<file path="config.mk">
export PLATFORM = sky130hd
export DESIGN_NAME = ysyx_22041412_mem_arbiter
export DESIGN_NICKNAME = d
export VERILOG_FILES = /design/src/rtl/ysyx_22041412_mem_arbiter.sv
export SDC_FILE = /design/constraint.sdc
export NUM_CORES = 1
export LEC_CHECK = 0
export ABC_AREA = 1
export CORE_AREA = 2 2 191 193
export DETAILED_ROUTE_END_ITERATION = 7
export DIE_AREA = 0 0 193 195
export GPL_TIMING_DRIVEN = 0
export PLACE_DENSITY = 0.7
export SYNTH_ARGS = -nofsm -noshare
export SYNTH_HDL_FRONTEND = slang
export SYNTH_SLANG_ARGS = --single-unit
export TNS_END_PERCENT = 20
</file>
<file path="constraint.sdc">
create_clock -name clk -period 3.3 [get_ports clk]
set_input_delay 0.33 -clock clk [delete_from_list [all_inputs] [get_ports clk]]
set_output_delay 0.33 -clock clk [all_outputs]
set_load 0.02 [all_outputs]
</file>
<file path="src/rtl/ysyx_22041412_mem_arbiter.sv">
`default_nettype none
// ============================================================================
// Module   : ysyx_22041412_mem_arbiter
// Brief    : Two-requester (fetch / data) arbiter onto a single SRAM port with
//            starvation guard for fetch and a completion timeout abort.
// Revision : 1.0 - initial release
// ============================================================================
module ysyx_22041412_mem_arbiter #(
  parameter int MAX_STARVE = 4,
  parameter int TIMEOUT    = 255
) (
  input  logic        clk,
  input  logic        rst,
  input  logic        if_req,
  input  logic [63:0] if_addr,
  output logic [31:0] if_rdata,
  output logic        if_ready,
  input  logic        mem_req,
  input  logic        mem_wen,
  input  logic [2:0]  mem_func3,
  input  logic [63:0] mem_addr,
  input  logic [63:0] mem_wdata,
  output logic [63:0] mem_rdata,
  output logic        mem_ready,
  output logic        ram_en,
  output logic        ram_wen,
  output logic [2:0]  ram_func3,
  output logic [63:0] ram_addr,
  output logic [63:0] ram_wdata,
  input  logic [63:0] ram_rdata,
  input  logic        ram_readyo,
  output logic [1:0]  grant,
  output logic        err
);

  localparam int c_STARVE_W = $clog2(MAX_STARVE + 1);
  localparam int c_WAIT_W   = $clog2(TIMEOUT + 1);
  localparam logic [c_STARVE_W-1:0] c_MAX_STARVE = c_STARVE_W'(MAX_STARVE);
  localparam logic [c_WAIT_W-1:0]   c_TIMEOUT    = c_WAIT_W'(TIMEOUT);
  localparam logic [2:0]            c_FETCH_FUNC3 = 3'b110;

  // State encoding doubles as the grant output.
  typedef enum logic [1:0] {
    S_IDLE     = 2'b00,
    S_BUSY_IF  = 2'b01,
    S_BUSY_MEM = 2'b10
  } state_t;

  state_t                r_state;
  state_t                w_next_state;
  logic [c_STARVE_W-1:0] r_starve_cnt;
  logic [c_WAIT_W-1:0]   r_wait_cnt;
  logic                  w_grant_if;
  logic                  w_grant_mem;
  logic                  w_done;
  logic                  w_timeout;

  always_ff @(posedge clk or negedge rst) begin
    if (!rst) begin
      r_state <= S_IDLE;
    end else begin
      r_state <= w_next_state;
    end
  end

  always_comb begin
    w_next_state = r_state;
    w_grant_if   = 1'b0;
    w_grant_mem  = 1'b0;
    w_done       = 1'b0;
    w_timeout    = 1'b0;
    case (r_state)
      S_IDLE: begin
        // Data wins unless fetch has been starved MAX_STARVE times in a row.
        if (mem_req && (!if_req || (r_starve_cnt < c_MAX_STARVE))) begin
          w_grant_mem  = 1'b1;
          w_next_state = S_BUSY_MEM;
        end else if (if_req) begin
          w_grant_if   = 1'b1;
          w_next_state = S_BUSY_IF;
        end
      end
      S_BUSY_IF, S_BUSY_MEM: begin
        // Completion takes precedence over a coincident timeout.
        if (ram_readyo) begin
          w_done       = 1'b1;
          w_next_state = S_IDLE;
        end else if (r_wait_cnt == c_TIMEOUT) begin
          w_timeout    = 1'b1;
          w_next_state = S_IDLE;
        end
      end
      default: w_next_state = S_IDLE;
    endcase
  end

  assign grant = r_state;

  always_ff @(posedge clk or negedge rst) begin
    if (!rst) begin
      ram_en       <= 1'b0;
      ram_wen      <= 1'b0;
      ram_func3    <= 3'b000;
      ram_addr     <= 64'd0;
      ram_wdata    <= 64'd0;
      if_rdata     <= 32'd0;
      mem_rdata    <= 64'd0;
      if_ready     <= 1'b0;
      mem_ready    <= 1'b0;
      err          <= 1'b0;
      r_starve_cnt <= '0;
      r_wait_cnt   <= '0;
    end else begin
      if_ready  <= 1'b0;
      mem_ready <= 1'b0;
      err       <= 1'b0;

      if (w_grant_mem) begin
        ram_en    <= 1'b1;
        ram_wen   <= mem_wen;
        ram_func3 <= mem_func3;
        ram_addr  <= mem_addr;
        ram_wdata <= mem_wdata;
      end else if (w_grant_if) begin
        ram_en    <= 1'b1;
        ram_wen   <= 1'b0;
        ram_func3 <= c_FETCH_FUNC3;
        ram_addr  <= if_addr;
        ram_wdata <= 64'd0;
      end else if (w_done || w_timeout) begin
        ram_en <= 1'b0;
      end

      if (w_done) begin
        if (r_state == S_BUSY_IF) begin
          if_ready <= 1'b1;
          if_rdata <= ram_addr[2] ? ram_rdata[63:32] : ram_rdata[31:0];
        end else begin
          mem_ready <= 1'b1;
          if (!ram_wen) begin
            mem_rdata <= ram_rdata;
          end
        end
      end

      if (w_timeout) begin
        err <= 1'b1;
      end

      if (w_grant_if) begin
        r_starve_cnt <= '0;
      end else if (w_grant_mem && if_req && (r_starve_cnt < c_MAX_STARVE)) begin
        r_starve_cnt <= r_starve_cnt + 1'b1;
      end

      if (w_grant_if || w_grant_mem) begin
        r_wait_cnt <= '0;
      end else if ((r_state != S_IDLE) && !ram_readyo && !w_timeout) begin
        r_wait_cnt <= r_wait_cnt + 1'b1;
      end
    end
  end

endmodule
`default_nettype wire
</file>
---- Word-level counts from Yosys, hierarchy flattened ----
Index checks and enable logic that the tools add are counted.
word-level totals
  register bits after elaboration ......... 245
  word-level logic and storage cells ...... 80
cells by class
  add/subtract/negate cells ............... 2
  magnitude comparators ................... 1
  equality and inequality tests ........... 5
  multiplexer cells ....................... 36
  bitwise gates (word level) .............. 2
  reduce and logical (&&, ||, !) cells .... 21
operator list
  cell                 count
  $mux 64              4
  $mux 32              1
  $mux 1               20
  $mux 8               2
  $mux 3               4
  $add 8x1->8 const B  1
  $eq 8x8->1 const B   1
  $mux 2               4
  $reduce_bool 2->1    4
  $ne 3x3->1 const B   2
  $logic_and 1x1->1    5
  $pmux 2 s2           1
  $reduce_and 2->1     2
  $add 3x1->3 const B  1
  $logic_not 1->1      3
  $logic_or 1x1->1     3
  $lt 3x3->1 const B   1
  $reduce_and 3->1     1
  $reduce_bool 3->1    1
  $eq 2x1->1 const B   1
  $eq 2x2->1 const B   1
  $logic_not 2->1      1
  $not 1->1            2
  $reduce_or 2->1      1

---- Depth between registers and ports, before layout ----
Gate-level depths: netlist (run 1).
  word-level depth ........................ 9
  gate-level depth with buffers ........... 11

---- Worst setup path before layout (run 1) ----
OpenSTA, ideal clock, no wires.
  path kind ............................... register to register
  start ................................... reg r_state[0] (netlist: grant[0])
  end ..................................... reg mem_rdata[54]
  library setup time ...................... 130 ps
  arrival ................................. 1684 ps
  slack ................................... 1485 ps
  cell stages (with the launch flop) ...... 9
  path buffers ............................ 2
  clock period less this slack ............ 1815 ps
  cell sequence ........................... dfrtp_1 inv_1 ha_1 nand2_2 nor2_2 nand2_1 buf_2 clkbuf_1 o21ai_1
on the way
  longest elaborated chain between the ends .. 4
RTL lines
  item                                             line     RTL
  start, declared                                  49       state_t r_state;
  start signal, assigned                           62       r_state <= w_next_state;
  $eq 2x1->1 / $eq 2x2->1 (equally long branches)  72, 135
  $reduce_or 2->1                                  72       case (r_state)
  $mux 1                                           72
  $reduce_and 3->1 (no source line) (*)            --
  end signal, assigned                             141      mem_rdata <= ram_rdata;
  end, declared                                    23       output logic [63:0] mem_rdata,
Every way passes the cells marked *; elsewhere a longest branch is shown, timed or not.
A chain may end at the register's enable or synchronous reset.

---- Worst setup path after layout (run 1) ----
  start ................................... reg r_state[1] (netlist: grant[1])
  end ..................................... reg ram_addr[60]
on the way
  longest elaborated chain between the ends .. 3
RTL lines
  item                                                 line  RTL
  $logic_not 2->1 (*)                                  72
  $mux 1                                               72
  $mux 64 / $reduce_bool 2->1 (equally long branches)  --
  end signal, assigned                                 122   ram_addr <= mem_addr;
  end signal, assigned                                 128   ram_addr <= if_addr;
  end, declared                                        28    output logic [63:0] ram_addr,
Marked as above.

==> results_dict.tcl, run 1 <==
set metrics [dict create \
    status "finished clean" \
    ant_nets 0 \
    io_pins 499 \
    synthFlopType "dfrtp_1" \
    cts_tree "yes" \
    wl_per_cell_um 16.75 \
    worst_setup_path_start_kind "register" \
    power_density_nw_per_um2 986.1 \
    synth_cell_types 23 \
    yosysMostFrequentCell "nand2_1" \
    viasPerCell 4.495 \
    grt_overflow 0 \
    synth.avg_cell_area_um2 8.431 \
    grt_first_pass_wirelength_um 57470 \
    dieArea_um2 37640 \
    grt.total_usage 0.1951 \
    syn_inst 1247 \
    clk_latency_ns 0.54 \
    max-vdd-ir-drop_v 0.0006127 \
    die_w_um 193 \
    crit_path_frequent_cell "nand2_1" \
    cp.buffers_inverters 4 \
    final_area_um2 17080 \
    reg2reg_from "grant[1]$_DFFE_PN0P_" \
    root_buffer "clkbuf_16" \
    core_um2 35400 \
    worst_slew_pin_slew_ns 0.6090 \
    yosys-top-cells-count "709 x nand2_1, 245 x dfrtp_1, 61 x o21ai_0" \
    p_leak_nw 8.273 \
    final_util 0.4826 \
    start_util 0.2970 \
    cts_resized 0 \
    gp_congestion 0.9020 \
    final-hold-violation-count 0 \
    cp.required_ns 3.77 \
    layout-drive-gt1-share 0.07175 \
    firstDrtPassIters 4 \
    timing.final.crit_share 0.6739 \
    syn_area_um2 10510 \
    max_stage_delay_ns 0.41 \
    yosysWarningCount 0 \
    antenna_found_initial 0 \
    grt_max_degree 106 \
    cts_buffer_depth 3 \
    slew_headroom 0.5940 \
    finalPower_mw 16.84 \
    fin_nets 2046 \
    vias 10159 \
    critPathTopFamily "buffers and inverters" \
    htree_levels 1 \
    numClockSinks 245 \
    postPlaceCellArea_um2 16140 \
    clkTransAtPathRegs_ns 0.06 \
    synth_nets 1516 \
    fill_cells 3339 \
    rsz0062_at_grt "no" \
    ys_top_cells_by_area "dfrtp_1 58%, nand2_1 25%, mux2_2 3.4%" \
    numCtsBuffers 27 \
    setup_violations 0 \
    criticalPathCategory "reg2reg" \
    worstRegToRegCells 10 \
    path_max_fanout 10 \
    end_kind "register" \
    cpMaxStageDelayCell "buf_2" \
    numPortBuffers 498 \
    grt_pass1_vias 10189 \
    fin_worst_skew_ns 0.01485 \
    routed_wl_um 37850 \
    synth_top_area_cell "dfrtp_1" \
    synth-edff-count 0 \
    hp-class "in2async" \
    max_cap_violations 0 \
    num_rows 69 \
    drtIter0Drc 330 \
    ys_async_sr_fraction 1.000 \
    synth-seq-cells 245 \
    yosysTopAreaCellShare 0.5831 \
    fp.dieH_um 195 \
    ys_seq_area_frac 0.5831 \
    max_freq_mhz 449.7 \
    drv_slew 0 \
    finalCriticalPeriod_ns 2.224 \
    fin_tns_setup_ns 0 \
    r2r_end "ram_addr[60]$_DFFE_PN0N_" \
    syn_to_final_growth_pct 62.47 \
    drc_errors 0 \
    r2r_setup_slack_ns 1.08 \
    dpl.hpwl_um 29560 \
    path_cells "inv_1, ha_1, inv_1, nor2_4, buf_2, buf_2, nand2_1, nand2_1, nand2_1, nand2_1" \
    cp.arrival_ns 2.70 \
]
==> power by group <==
group	internal (mW)	switching (mW)	leakage, nW
clock network	1.92	1.25	0.462
logic	3.67	4.81	4.74
registers	4.41	0.772	3.07
==> layer usage <==
layer	track usage	vias up	part of all wire	wire length, um
met5	0	-	0	0
met4	0.06201	0	0.028	1068
met3	0.05266	60	0.091	3431
met2	0.3462	413	0.49	18690
met1	0.2270	4745	0.39	14660
li1	-	4941	-	-
==> area by class of cell <==
cell class              instances  area (um2)  share of cell area
flip-flops and latches        245        6131              0.3589
repair buffers                501        5055              0.2959
multi-input cells             886        3887              0.2276
clock buffers                  37       753.2             0.04410
well taps                     461       576.8             0.03377
plain buffers                  70       322.8             0.01890
clock inverters                13       180.2             0.01055
inverters                      46       172.7             0.01011
diodes                          1       2.502           0.0001465
==> registers in the layout, summed over array words and instances (netlist names) <==
register,count
err,1
if_rdata,32
mem_ready,1
ram_addr,64
mem_rdata,64
ram_func3,3
ram_wen,1
r_wait_cnt,8
ram_wdata,64
grant,2
r_starve_cnt,3
ram_en,1
if_ready,1
==> what timing repair did <==
action,CTS,global route
hold endpoints to repair,76,0
buffers inserted,0,0
hold buffers,1,0
==> cells in the final DEF, fill, tap and decap left out, types with 2 or more instances in the layout <==
cell             netlist  layout
bufinv_16              0       4
inv_2                  3       3
clkbuf_16              0      27
nand2_2                2       2
buf_16                 0       2
clkinv_2               0       5
buf_2                 39      39
o211ai_1              32      32
o21ai_1               10      10
inv_1                 43      43
inv_6                  0       3
ha_1                   4       4
clkdlybuf4s50_1        0     497
o21ai_0               61      61
xor2_1                 2       2
nor2_1                10      10
nand3_1               17      17
clkbuf_1              21      27
mux2_2                32      32
nand2_1              709     709
dfrtp_1              245     245
buf_1                  7       7
buf_4                  3       3
clkbuf_8               0       4
o22a_1                 2       2
==> how the worst max path moves through the flow <==
stage                              start                   endpoint  slack (ns)  cells past startpoint
floorplan           grant[0]$_DFFE_PN0P_  mem_rdata[54]$_DFFE_PN0P_        1.49                      8
finish              grant[1]$_DFFE_PN0P_   ram_addr[60]$_DFFE_PN0N_        1.08                     10
global placement                     rst   ram_addr[27]$_DFFE_PN0N_       -8.77                      1
global route        grant[0]$_DFFE_PN0P_   ram_addr[61]$_DFFE_PN0N_        0.86                     10
CTS                 grant[1]$_DFFE_PN0P_   ram_addr[62]$_DFFE_PN0N_        1.02                     10
detailed placement                if_req   ram_addr[59]$_DFFE_PN0N_        0.76                      8
==> cell families after synthesis <==
group | share of synthesized area
compound gates | 0.06057
xor+xnor | 0.002500
fa+ha+maj | 0.004760
buf+inv | 0.04713
flops | 0.5831
mux | 0.03427
simple gates | 0.2676
==> stage by stage <==
stage / hold slack (ns) / setup slack (ns) / std cells
floorplan: 0.03441 / 1.485 / 1247
global placement: 0.4540 / -8.770 / 2206
detailed placement: 0.3315 / 0.7574 / 2208
CTS: 0.2942 / 1.015 / 2259
global route: 0.3043 / 0.8615 / 2259
finish: 0.3277 / 1.076 / 2260
No activity file was read; power rests on OpenSTA's default activity.
==> inputs of run 2 (changes only) <==
clock period = 2.2 ns   (was 3.3 ns; I/O delays follow)
==> run 2 against run 1 <==
Against the previous run:
- critical endpoint is now ram_addr[59]$_DFFE_PN0N_
- die area did not move
- maximum frequency rose by 10%
- hold slack got worse by 0.11 ns
- largest cell class unchanged
- worst setup slack got worse by 0.89 ns
- first-iteration DRC count rose by 4.5%
- final area rose by 0.26%
- core utilization rose by 0.12 points
- sequential cell count did not move
- critical path type unchanged
- register-to-register slack got worse by 0.89 ns
==> results_dict.tcl, run 2 (synthesis results as in run 1) <==
set metrics [dict create \
    grt_max_degree 106 \
    numClockSinks 245 \
    final-hold-violation-count 0 \
    viasPerCell 4.504 \
    finalCriticalPeriod_ns 2.018 \
    syn_to_final_growth_pct 62.88 \
    dpl.hpwl_um 29560 \
    final_util 0.4838 \
    crit_path_frequent_cell "nand2_1" \
    num_rows 69 \
    p_leak_nw 8.308 \
    grt_overflow 0 \
    clk_latency_ns 0.54 \
    power_density_nw_per_um2 1479 \
    worstRegToRegCells 11 \
    drtIter0Drc 345 \
    status "finished clean" \
    pre_cts_ws_ns -0.2326 \
    setup_violations 0 \
    max_freq_mhz 495.5 \
    htree_levels 1 \
    ff_latch_area_um2 6131 \
    rsz0062_at_grt "no" \
    root_buffer "clkbuf_16" \
    hp-class "in2async" \
    cpMaxStageDelayCell "dfrtp_1" \
    start_util 0.2970 \
    path_max_fanout 10 \
    dieArea_um2 37640 \
    die_w_um 193 \
    max-vdd-ir-drop_v 0.0009225 \
    grt_first_pass_wirelength_um 57470 \
    antenna_found_initial 0 \
    grt.total_usage 0.1951 \
    worst_slack_ns 0.1820 \
    cp.required_ns 2.62 \
    numPortBuffers 498 \
    max_stage_delay_ns 0.39 \
    worst_setup_path_start_kind "register" \
    drv_slew 0 \
    final_common_cell "nand2_1" \
    firstDrtPassIters 4 \
    gp_congestion 0.9020 \
    r2r_end "ram_addr[59]$_DFFE_PN0N_" \
    fin_worst_skew_ns 0.01465 \
    io_pins 499 \
    r2r_setup_slack_ns 0.18 \
    mostFrequentLayoutCells "709 x nand2_1, 497 x clkdlybuf4s50_1, 245 x dfrtp_1, 61 x o21ai_0, 43 x inv_1" \
    cp.arrival_ns 2.44 \
    worst_slew_pin_slew_ns 0.6077 \
    cts_buffer_depth 3 \
    grt_pass1_vias 10189 \
    fp.dieH_um 195 \
    vias 10197 \
    clkTransAtPathRegs_ns 0.06 \
    fill_cells 3336 \
    layout-drive-gt1-share 0.07598 \
    drc_errors 0 \
    wl_per_cell_um 16.73 \
    timing.final.crit_share 0.9173 \
    path_cells "inv_1, ha_1, inv_1, nor2_4, inv_2, buf_4, buf_4, nand2_1, nand2_1, nand2_1, nand2_1" \
    numCtsBuffers 27 \
    reg2reg_from "grant[1]$_DFFE_PN0P_" \
    core_um2 35400 \
    diodes 0 \
    routed_wl_um 37880 \
    max_cap_violations 0 \
    multi_input_area_um2 3887 \
    criticalPathCategory "reg2reg" \
    ant_nets 0 \
    end_kind "register" \
    largestRegisters "mem_rdata (64), ram_addr (64), ram_wdata (64)" \
    cts_tree "yes" \
    crit_path_start "grant[1]$_DFFE_PN0P_" \
    fin_nets 2051 \
    slew_headroom 0.5949 \
]
==> run 2: cell types whose count changed in the layout (fill, tap and decap cells not counted) <==
cell,delta
buf_2,-2
buf_1,-2
clkbuf_2,+3
buf_4,+7
diode_2,-1
clkbuf_1,-1
==> run 2: power by group <==
group	leakage (nW)	total [mW]	internal, mW	switching [mW]
registers	3.07	7.78	6.62	1.16
logic	4.78	12.8	5.57	7.23
clock network	0.462	4.76	2.88	1.88
total	8.31	25.3	15.1	10.3
==> run 2: critical path: cells and delay by family (launching register included) <==
| kind | cells | cell delay, ns |
|---|---|---|
| buffers and inverters | 5 | 0.71 |
| and+or+nand+nor | 5 | 0.56 |
| DFF | 1 | 0.39 |
| adders and majority gates | 1 | 0.22 |
==> run 2: routing by layer <==
metal | wire, um | up-vias | track usage | share of wire
li1 | - | 4950 | - | -
met1 | 14620 | 4755 | 0.2270 | 0.39
met2 | 18710 | 432 | 0.3462 | 0.49
met3 | 3494 | 60 | 0.05266 | 0.092
met4 | 1066 | 0 | 0.06201 | 0.028
met5 | 0 | - | 0 | 0
==> run 2: what timing repair did <==
action,CTS,global route
gates resized for setup,2,4
pin swaps,0,1
hold endpoints to repair,76,0
gates cloned,0,0
setup buffers,0,5
endpoints found under the setup margin,13,119
hold buffers,1,0
==> run 2: worst max path at each step <==
| stage | to | slack [ns] | cells after the start |
|---|---|---|---|
| final | ram_addr[59]$_DFFE_PN0N_ | 0.18 | 11 |
| after floorplan | mem_rdata[54]$_DFFE_PN0P_ | 0.39 | 8 |
| after CTS | ram_addr[59]$_DFFE_PN0N_ | 0.01 | 11 |
| after global placement | ram_addr[27]$_DFFE_PN0N_ | -9.76 | 1 |
| after global routing | ram_addr[61]$_DFFE_PN0N_ | 0.02 | 10 |
| after detailed placement | ram_addr[59]$_DFFE_PN0N_ | -0.23 | 8 |
==> run 2: final cells by class <==
type                       count  area share
buffer                        70     0.01936
timing repair buffer         506      0.2974
inverter                      46     0.01008
sequential                   245      0.3580
clock buffer                  37     0.04398
multi-input combinational    886      0.2270
clock inverter                13     0.01052
tap                          461     0.03368
==> run 2: per-stage QoR <==
step                      setup TNS (ns)  cells  instance area [um2]  total power [mW]  hold WS (ns)
final                                  0   2264                17130             25.34        0.2179
after global routing                   0   2264                17130             26.98        0.1943
after CTS                              0   2259                17080             25.60        0.1842
after detailed placement          -8.169   2208                16140             20.68        0.2215
after global placement          -2394.23   2206                16080             20.48        0.4540
after floorplan                        0   1247                10510             14.04      -0.07559
==> inputs of run 3 (changes only) <==
ABC_CLOCK_PERIOD_IN_PS = 2200   (was unset)
==> results of run 3 <==
Same layout as run 2: the final DEF is identical, and so are final timing and power.
